### src/rtl/mipi_csi_raw_depacker_if.sv
// Payload-in / pixel-beat-out bundle for mipi_csi_raw_depacker.
// The residue_err_o signal exists only when MIPI_CSI_DEPACK_RESIDUE_CHECK_EN is defined.
interface mipi_csi_raw_depacker_if #(
    parameter int PIXEL_WIDTH = 12
);
    logic                     data_valid_i;
    logic [31:0]              data_i;
    logic [2:0]               packet_type_i;
    logic                     output_valid_o;
    logic [4*PIXEL_WIDTH-1:0] pixels_o;
    logic                     line_end_o;
`ifdef MIPI_CSI_DEPACK_RESIDUE_CHECK_EN
    logic                     residue_err_o;

    modport master (
        output data_valid_i, data_i, packet_type_i,
        input  output_valid_o, pixels_o, line_end_o, residue_err_o
    );

    modport slave (
        input  data_valid_i, data_i, packet_type_i,
        output output_valid_o, pixels_o, line_end_o, residue_err_o
    );
`else
    modport master (
        output data_valid_i, data_i, packet_type_i,
        input  output_valid_o, pixels_o, line_end_o
    );

    modport slave (
        input  data_valid_i, data_i, packet_type_i,
        output output_valid_o, pixels_o, line_end_o
    );
`endif
endinterface

### src/rtl/mipi_csi_raw_depacker.sv
// Unpacks RAW10/RAW12 CSI-2 payload (4 bytes/clk) into 4-pixel beats, MSB-aligned.
// Optional feature macro: MIPI_CSI_DEPACK_RESIDUE_CHECK_EN (adds residue_err_o).
module mipi_csi_raw_depacker #(
    parameter int PIXEL_WIDTH = 12
) (
    input  logic                   clk_i,
    input  logic                   reset_n_i,
    mipi_csi_raw_depacker_if.slave bus
);

    typedef enum logic [1:0] {
        MODE_IDLE,
        MODE_RAW10,
        MODE_RAW12,
        MODE_DROP
    } mode_t;

    mode_t                    mode_q;
    mode_t                    mode_next;
    logic [63:0]              buf_q;
    logic [3:0]               count_q;
    logic                     valid_q;
    logic                     out_valid_q;
    logic [4*PIXEL_WIDTH-1:0] pixels_q;

    logic [95:0]              cat;
    logic [3:0]               cat_count;
    logic [3:0]               group_size;
    logic                     emit;
    logic [63:0]              rest;
    logic [4*PIXEL_WIDTH-1:0] beat;
    logic                     line_end;

    // Buffer bytes above count_q are kept zero, so new bytes can simply be OR-ed in behind them.
    always_comb begin
        mode_next = mode_q;
        if (mode_q == MODE_IDLE) begin
            case (bus.packet_type_i)
                3'h3:    mode_next = MODE_RAW10;
                3'h4:    mode_next = MODE_RAW12;
                default: mode_next = MODE_DROP;
            endcase
        end

        cat        = {32'd0, buf_q} | ({64'd0, bus.data_i} << {count_q, 3'b000});
        cat_count  = count_q + 4'd4;
        group_size = (mode_next == MODE_RAW12) ? 4'd6 : 4'd5;
        emit       = bus.data_valid_i
                     && ((mode_next == MODE_RAW10) || (mode_next == MODE_RAW12))
                     && (cat_count >= group_size);
        rest       = 64'(cat >> {group_size, 3'b000});

        beat = '0;
        for (int n = 0; n < 4; n++) begin
            if (mode_next == MODE_RAW12) begin
                beat[n*PIXEL_WIDTH + PIXEL_WIDTH - 12 +: 12] =
                    {cat[8*((n < 2) ? n : n + 1) +: 8], cat[8*((n < 2) ? 2 : 5) + 4*(n % 2) +: 4]};
            end else begin
                beat[n*PIXEL_WIDTH + PIXEL_WIDTH - 10 +: 10] = {cat[8*n +: 8], cat[32 + 2*n +: 2]};
            end
        end
    end

    // Any invalid cycle ends the packet: residue is discarded and the next type gets re-latched.
    always_ff @(posedge clk_i or negedge reset_n_i) begin
        if (!reset_n_i) begin
            mode_q      <= MODE_IDLE;
            buf_q       <= '0;
            count_q     <= '0;
            valid_q     <= 1'b0;
            out_valid_q <= 1'b0;
            pixels_q    <= '0;
        end else begin
            valid_q     <= bus.data_valid_i;
            out_valid_q <= emit;
            if (emit) begin
                pixels_q <= beat;
            end

            if (!bus.data_valid_i) begin
                mode_q  <= MODE_IDLE;
                buf_q   <= '0;
                count_q <= '0;
            end else if (mode_next == MODE_DROP) begin
                mode_q  <= mode_next;
                buf_q   <= '0;
                count_q <= '0;
            end else if (emit) begin
                mode_q  <= mode_next;
                buf_q   <= rest;
                count_q <= cat_count - group_size;
            end else begin
                mode_q  <= mode_next;
                buf_q   <= cat[63:0];
                count_q <= cat_count;
            end
        end
    end

    assign line_end           = valid_q && !bus.data_valid_i;
    assign bus.line_end_o     = line_end;
    assign bus.output_valid_o = out_valid_q;
    assign bus.pixels_o       = pixels_q;

`ifdef MIPI_CSI_DEPACK_RESIDUE_CHECK_EN
    assign bus.residue_err_o = line_end && ((count_q != 4'd0) || (mode_q == MODE_DROP));
`endif

endmodule
### src/flat_wrapper.sv
// flat-port wrapper written by rule: the top's interface ports become plain ports
module mipi_csi_raw_depacker_flat 
#(
    parameter int PIXEL_WIDTH = 12
)
  (clk_i, reset_n_i, bus_data_valid_i, bus_data_i, bus_packet_type_i, bus_output_valid_o, bus_pixels_o, bus_line_end_o);
  mipi_csi_raw_depacker_if #(.PIXEL_WIDTH(PIXEL_WIDTH)) bus_i ();
  input  logic clk_i;
  input  logic reset_n_i;
  input wire logic [$bits(bus_i.data_valid_i)-1:0] bus_data_valid_i;
  input wire logic [$bits(bus_i.data_i)-1:0] bus_data_i;
  input wire logic [$bits(bus_i.packet_type_i)-1:0] bus_packet_type_i;
  output wire logic [$bits(bus_i.output_valid_o)-1:0] bus_output_valid_o;
  output wire logic [$bits(bus_i.pixels_o)-1:0] bus_pixels_o;
  output wire logic [$bits(bus_i.line_end_o)-1:0] bus_line_end_o;
  assign bus_i.data_valid_i = bus_data_valid_i;
  assign bus_i.data_i = bus_data_i;
  assign bus_i.packet_type_i = bus_packet_type_i;
  assign bus_output_valid_o = bus_i.output_valid_o;
  assign bus_pixels_o = bus_i.pixels_o;
  assign bus_line_end_o = bus_i.line_end_o;
  mipi_csi_raw_depacker #(.PIXEL_WIDTH(PIXEL_WIDTH)) u_core (.clk_i(clk_i), .reset_n_i(reset_n_i), .bus(bus_i));
endmodule
### config.mk
export PLATFORM = sky130hd
export DESIGN_NAME = mipi_csi_raw_depacker_flat
export DESIGN_NICKNAME = d
export VERILOG_FILES = /design/src/rtl/mipi_csi_raw_depacker_if.sv /design/src/rtl/mipi_csi_raw_depacker.sv /design/src/flat_wrapper.sv
export SDC_FILE = /design/constraint.sdc
export NUM_CORES = 1
export LEC_CHECK = 0
export ABC_AREA = 1
export CORE_MARGIN = 2
export CORE_UTILIZATION = 30
export CTS_BUF_LIST = sky130_fd_sc_hd__clkbuf_4 sky130_fd_sc_hd__clkbuf_8 sky130_fd_sc_hd__clkbuf_16
export CTS_CLUSTER_DIAMETER = 80
export DETAILED_ROUTE_END_ITERATION = 12
export PLACE_DENSITY = 0.62
export RECOVER_POWER = 25
export REMOVE_ABC_BUFFERS = 1
export SYNTH_ARGS = -nofsm -noshare
export SYNTH_HDL_FRONTEND = slang
export SYNTH_SLANG_ARGS = --single-unit
### constraint.sdc
create_clock -name clk_i -period 2.4 [get_ports clk_i]
set_clock_uncertainty 0.05 [all_clocks]
set_input_delay 0.36 -clock clk_i [delete_from_list [all_inputs] [get_ports clk_i]]
set_output_delay 0.36 -clock clk_i [all_outputs]
set_load 0.02 [all_outputs]
### Yosys cells after proc, flatten, opt, wreduce, memory -nomap -nowiden

Cells that the tools add are included.
W data, S select, Z words.

* input port bits: 38
* word-level logic and storage cells: 41
* register bits: 120

* equality and inequality tests: 5
* muxes and demuxes: 18
* add/sub/neg operators: 2
* reductions and logical operators: 6
* shift-type cells: 2
* order comparisons: 1
* bitwise operators: 1

Operator list (count)
* $mux W64: 3
* $or A64 B96 Y96: 1
* $shl A32 B7 Y96: 1
* $shr A96 B6 Y64: 1
* $mux W10: 2
* $mux W2: 9
* $mux W4: 3
* $add A4 B3 Y4 const B: 1
* $eq A2 B2 Y1 const B: 2
* $ge A4 B4 Y1: 1
* $pmux W2 S2: 1
* $sub A4 B4 Y4: 1
* $eq A3 B2 Y1 const B: 1
* $eq A3 B3 Y1 const B: 1
* $logic_and A1 B1 Y1: 3
* $eq A2 B1 Y1 const B: 1
* $logic_not A2 Y1: 1
* $logic_not A1 Y1: 1
* $logic_or A1 B1 Y1: 1

### Longest topological paths before layout

* word-level depth: 10
* mapped depth: 19
* mapped depth without buffers: 18

### Least setup slack after synthesis

OpenSTA, ideal clock, no wires.

* path kind: input to register
* start: in bus_packet_type_i[0]
* end: reg u_core.buf_q[36]
* buffers on the path: 2
* data arrival time: 2.585 ns
* path slack: -0.352 ns
* stages: 16
* library setup time: 0.117 ns
* cells stage by stage: inv_1 > o31ai_1 > nand2_1 > ha_1 > inv_1 > ha_1 > inv_1 > fa_1 > nand2_1 > nand3_1 > nand2_1 > buf_2 > buf_2 > nand3_1 > nand3_1 > nor2_1

* word-level cells in the longest chain between the ends: 10
* elaborated cells between the ends (all ways): 16
* those cells by class: order compare (1); eq/ne (5); shift (1); mux (6); reduce/logical (3)

Ends and longest elaborated chain
* from (decl): line flat_wrapper.sv:12 `input wire logic [$bits(bus_i.packet_type_i)-1:0] bus_packet_type_i;`
* $eq A3 B3 Y1 or $eq A3 B2 Y1 (tied branches): line mipi_csi_raw_depacker.sv:38 `case (bus.packet_type_i)`
* $pmux W2 S2 (*): line mipi_csi_raw_depacker.sv:38
* $mux W2 (*): line mipi_csi_raw_depacker.sv:37 `if (mode_q == MODE_IDLE) begin`
* parallel branches: the longest is 5 deep, another holds $shr A96 B6 Y64
* $mux W64 (*): line mipi_csi_raw_depacker.sv:84 `end else if (mode_next == MODE_DROP) begin`
* $mux W64 (*): line mipi_csi_raw_depacker.sv:80 `if (!bus.data_valid_i) begin`
* to (signal assigned): line mipi_csi_raw_depacker.sv:90 `buf_q <= rest;`
* to (signal assigned): line mipi_csi_raw_depacker.sv:94 `buf_q <= cat[63:0];`
* to (decl): line mipi_csi_raw_depacker.sv:20 `logic [63:0] buf_q;`

Every way passes the cells marked *.
A chain may end at the register's enable or synchronous reset.

### Worst setup path in the final report

* start: reg u_core.mode_q[1]
* end: reg u_core.buf_q[18]

* word-level cells in the longest chain between the ends: 9
* elaborated cells between the ends (all ways): 14
* those cells by class: order compare (1); eq/ne (3); shift (1); mux (5); reduce/logical (4)

Ends and longest elaborated chain
* from (decl): line mipi_csi_raw_depacker.sv:18 `mode_t mode_q;`
* from (signal assigned): line mipi_csi_raw_depacker.sv:85 `mode_q <= mode_next;`
* from (signal assigned): line mipi_csi_raw_depacker.sv:89 `mode_q <= mode_next;`
* from (signal assigned): line mipi_csi_raw_depacker.sv:93 `mode_q <= mode_next;`
* $logic_not A2 Y1: line mipi_csi_raw_depacker.sv:37
* $mux W2 (*): line mipi_csi_raw_depacker.sv:37
* parallel branches: the longest is 5 deep, another holds $shr A96 B6 Y64
* $mux W64 (*): line mipi_csi_raw_depacker.sv:84
* $mux W64 (*): line mipi_csi_raw_depacker.sv:80

Marked as above.

==> results_dict.tcl <==
set metrics [dict create \
    place.gp.congestion 0.903 \
    worst-path-buf-inv 6 \
    ant_nets 0 \
    regToRegEndpoint "u_core.buf_q[18]" \
    cpPeakStageDelay_ns 0.37 \
    slew_headroom_pct 44.0 \
    first_pass_iters 5 \
    async_flop_share_pct 100 \
    cpMaxStageDelayCell "dfrtp_1" \
    grt_max_degree 59 \
    holdCritPathClass "input port to flip-flop" \
    clk_pin_slew_ns 0.05 \
    critPathKind "flip-flop to flip-flop" \
    grt_pass1_wl_mm 40.9 \
    die_area_sq_um 26300 \
    setup.worst_path.start "u_core.mode_q[1]" \
    synthesis.instances 1085 \
    finalNetCount 1256 \
    yosysSeqAreaShare_pct 40.0 \
    startpoint_type "flip-flop" \
    core-area_sq_um 24500 \
    setup_tns_ns -0.834 \
    overflow 0 \
    dp_hpwl_mm 16.4 \
    synthFlopType "dfrtp_1" \
    routed_wirelength_mm 28.8 \
    cap_viol_max_count 0 \
    pre_cts_slack_ns -0.971 \
    avgSynthCellArea_sq_um 6.92 \
    synthDistinctLibCells 35 \
    fin_crit_sh_pct 102 \
    fin_util_pct 45.8 \
    peakVddDrop_mv 0.488 \
    rsz0062_at_grt "yes" \
    area_delta_synth_final_pct 49.0 \
    finalSetupViolCount 43 \
    endpoint_kind "flip-flop" \
    ys_ff_latch 120 \
    slew_viol_final 0 \
    timing.rr.start "u_core.mode_q[1]" \
    die_h_um 162 \
    viasPerCell 5.35 \
    setup_slack_ns -0.0567 \
    vias 8282 \
    worstMarginPinSlew_ns 0.841 \
    hold_viol_final 0 \
    total_power_mw 9.98 \
    cts_tree "yes" \
    layout-drive-gt1-share_pct 27.1 \
    fin_crit_ns 2.46 \
    row_count 57 \
    finish.instance_area_sq_um 11200 \
    htreeDepth 4 \
    n_fill_cell 2344 \
    dpl_cell_area_sq_um 8940 \
    outcome "complete, but fails checks" \
    clkSinkCount 120 \
    placement.io_buffers 87 \
    cts_inserted_buffers 17 \
    antennaDiodeCount 0 \
    ys_warn_count 0 \
    worst-r2r-setup-slack_ns -0.06 \
    path_max_fanout 6 \
    grtUsageTotal_pct 19.9 \
    fmax_mhz 407 \
    drt_iter0_markers 752 \
    grt_pass1_vias 7678 \
    leakage_nw 5.17 \
    cp.depth 18 \
    synth_area_sq_um 7510 \
    antenna_found_initial 0 \
    powerDensity_nw_per_um2 892 \
    io_pins 88 \
    critPathArrivalTime_ns 2.75 \
    wl_per_cell_um 18.6 \
    cts_root_buf "clkbuf_16" \
    start_util_pct 30.7 \
    clockBufferDepth 2 \
    cp_top_family "simple AND/OR/NAND/NOR gates" \
    reg2regPathDepth 18 \
    drc 0 \
    violations "negative setup slack" \
    synth_edf_count 0 \
    die_w_um 162 \
    clock_latency_ns 0.43 \
    cp_cell_sequence "inv_2, nand2_2, nand2_2, inv_2, ha_4, inv_4, ha_4, inv_2, fa_2, nand2_2, nand3_4, nand2_8, nor2_4, clkbuf_16, clkbuf_16, nand2_4, nand3_2, nor2_1" \
    critPathRequiredTime_ns 2.70 \
    crit_end "u_core.buf_q[18]" \
]
[how the worst min path moves through the flow]
stage,from,endpoint,slack [ns],depth (start not counted)
after floorplan,reset_n_i,u_core.buf_q[0],0.01,0
after global placement,reset_n_i,u_core.bus.pixels_o[39],0.28,1
after detailed placement,reset_n_i,u_core.buf_q[47],0.28,1
after CTS,reset_n_i,u_core.buf_q[47],0.38,2
after global routing,bus_packet_type_i[2],u_core.mode_q[1],0.39,3
final,bus_packet_type_i[0],u_core.mode_q[1],0.37,4
[area by class of cell]
| class | count | area [sq um] | share of cell area, % |
|---|---|---|---|
| Sequential cell | 120 | 3000 | 26.8 |
| Timing Repair Buffer | 178 | 2160 | 19.3 |
| Clock buffer | 21 | 474 | 4.24 |
| Tap cell | 324 | 405 | 3.62 |
| Clock inverter | 9 | 148 | 1.32 |
| Multi-Input combinational cell | 842 | 4770 | 42.7 |
| Inverter | 53 | 229 | 2.05 |
[cells by family after synthesis]
logic type / count (synthesis) / synth area share [%]
and+or+nand+nor: 749 / 43.7
DFF: 120 / 40.0
AOI/OAI and AO/OA: 86 / 6.93
buffers and inverters: 123 / 8.19
xor gates and xnor gates: 1 / 0.117
adders and majority gates: 6 / 1.10
[worst min-delay path, delay by kind of cell]
kind	cells	cell delay, ns
buffers and inverters	2	0.25
AOI/OAI and AO/OA	2	0.19
[flip-flops by register name, summed over array words and instances (netlist names)]
signal                     count
u_core.buf_q                  64
u_core.bus.pixels_o           48
u_core.count_q                 4
u_core.mode_q                  2
u_core.bus.output_valid_o      1
u_core.valid_q                 1
[cell usage in the layout, fill, tap and decap left out, types with 16 or more instances in the layout]
cell type	count
a21oi_1	17
buf_12	16
buf_4	32
buf_6	20
clkbuf_16	29
clkdlybuf4s50_1	82
dfrtp_1	120
inv_1	37
nand2_1	290
nand2_2	36
nand2_4	18
nand3_1	142
nand3_2	63
nand4_1	25
nor2_1	121
nor2_2	23
nor2_4	18
o21bai_1	20
[where the power goes]
group	leakage, nW	switching, mW	internal, mW
Combinational	3.28	2.53	1.89
Sequential	1.59	0.297	2.51
Clock	0.308	0.945	1.81
Total	5.17	3.77	6.21
[repair_timing]
| action | CTS | global route |
|---|---|---|
| endpoints found under the hold margin | 28 | 0 |
| cloned | 4 | 15 |
| pin swaps | 18 | 80 |
| hold buffers | 1 | 0 |
| resized for setup | 72 | 217 |
| setup buffers | 20 | 3 |
| endpoints found under the setup margin | 117 | 114 |
[per-layer routing]
| layer | wire [um] | global-route usage (%) | vias up |
|---|---|---|---|
| met3 | 2580 | 3.68 | 59 |
| met4 | 726 | 7.32 | 0 |
| met1 | 11900 | 26.9 | 3952 |
| met2 | 13600 | 31.7 | 447 |
| li1 | - | - | 3824 |
| met5 | 0 | 0 | - |
[synthesized netlist by cell type (7+ instances only)]
master / count / area [sq um]
clkbuf_1: 14 / 52.6
o21ai_0: 21 / 105
dfrtp_1: 120 / 3000
o21bai_1: 20 / 150
nand2_1: 339 / 1270
nor2_1: 158 / 593
a31oi_1: 8 / 50.1
nand4_1: 25 / 156
nand3_2: 15 / 150
buf_2: 33 / 165
a22oi_1: 8 / 60.1
a21oi_1: 17 / 85.1
nand3_1: 191 / 956
buf_4: 11 / 82.6
o21ai_1: 8 / 40.0
inv_2: 7 / 26.3
buf_6: 7 / 78.8
inv_1: 44 / 165
[per-stage QoR]
stage | instances | hold slack [ns]
final | 1547 | 0.370
after detailed placement | 1479 | 0.277
after floorplan | 1015 | 0.0144
after global routing | 1547 | 0.390
after CTS | 1534 | 0.378
after global placement | 1479 | 0.281
No activity file was read; power rests on OpenSTA's default activity.
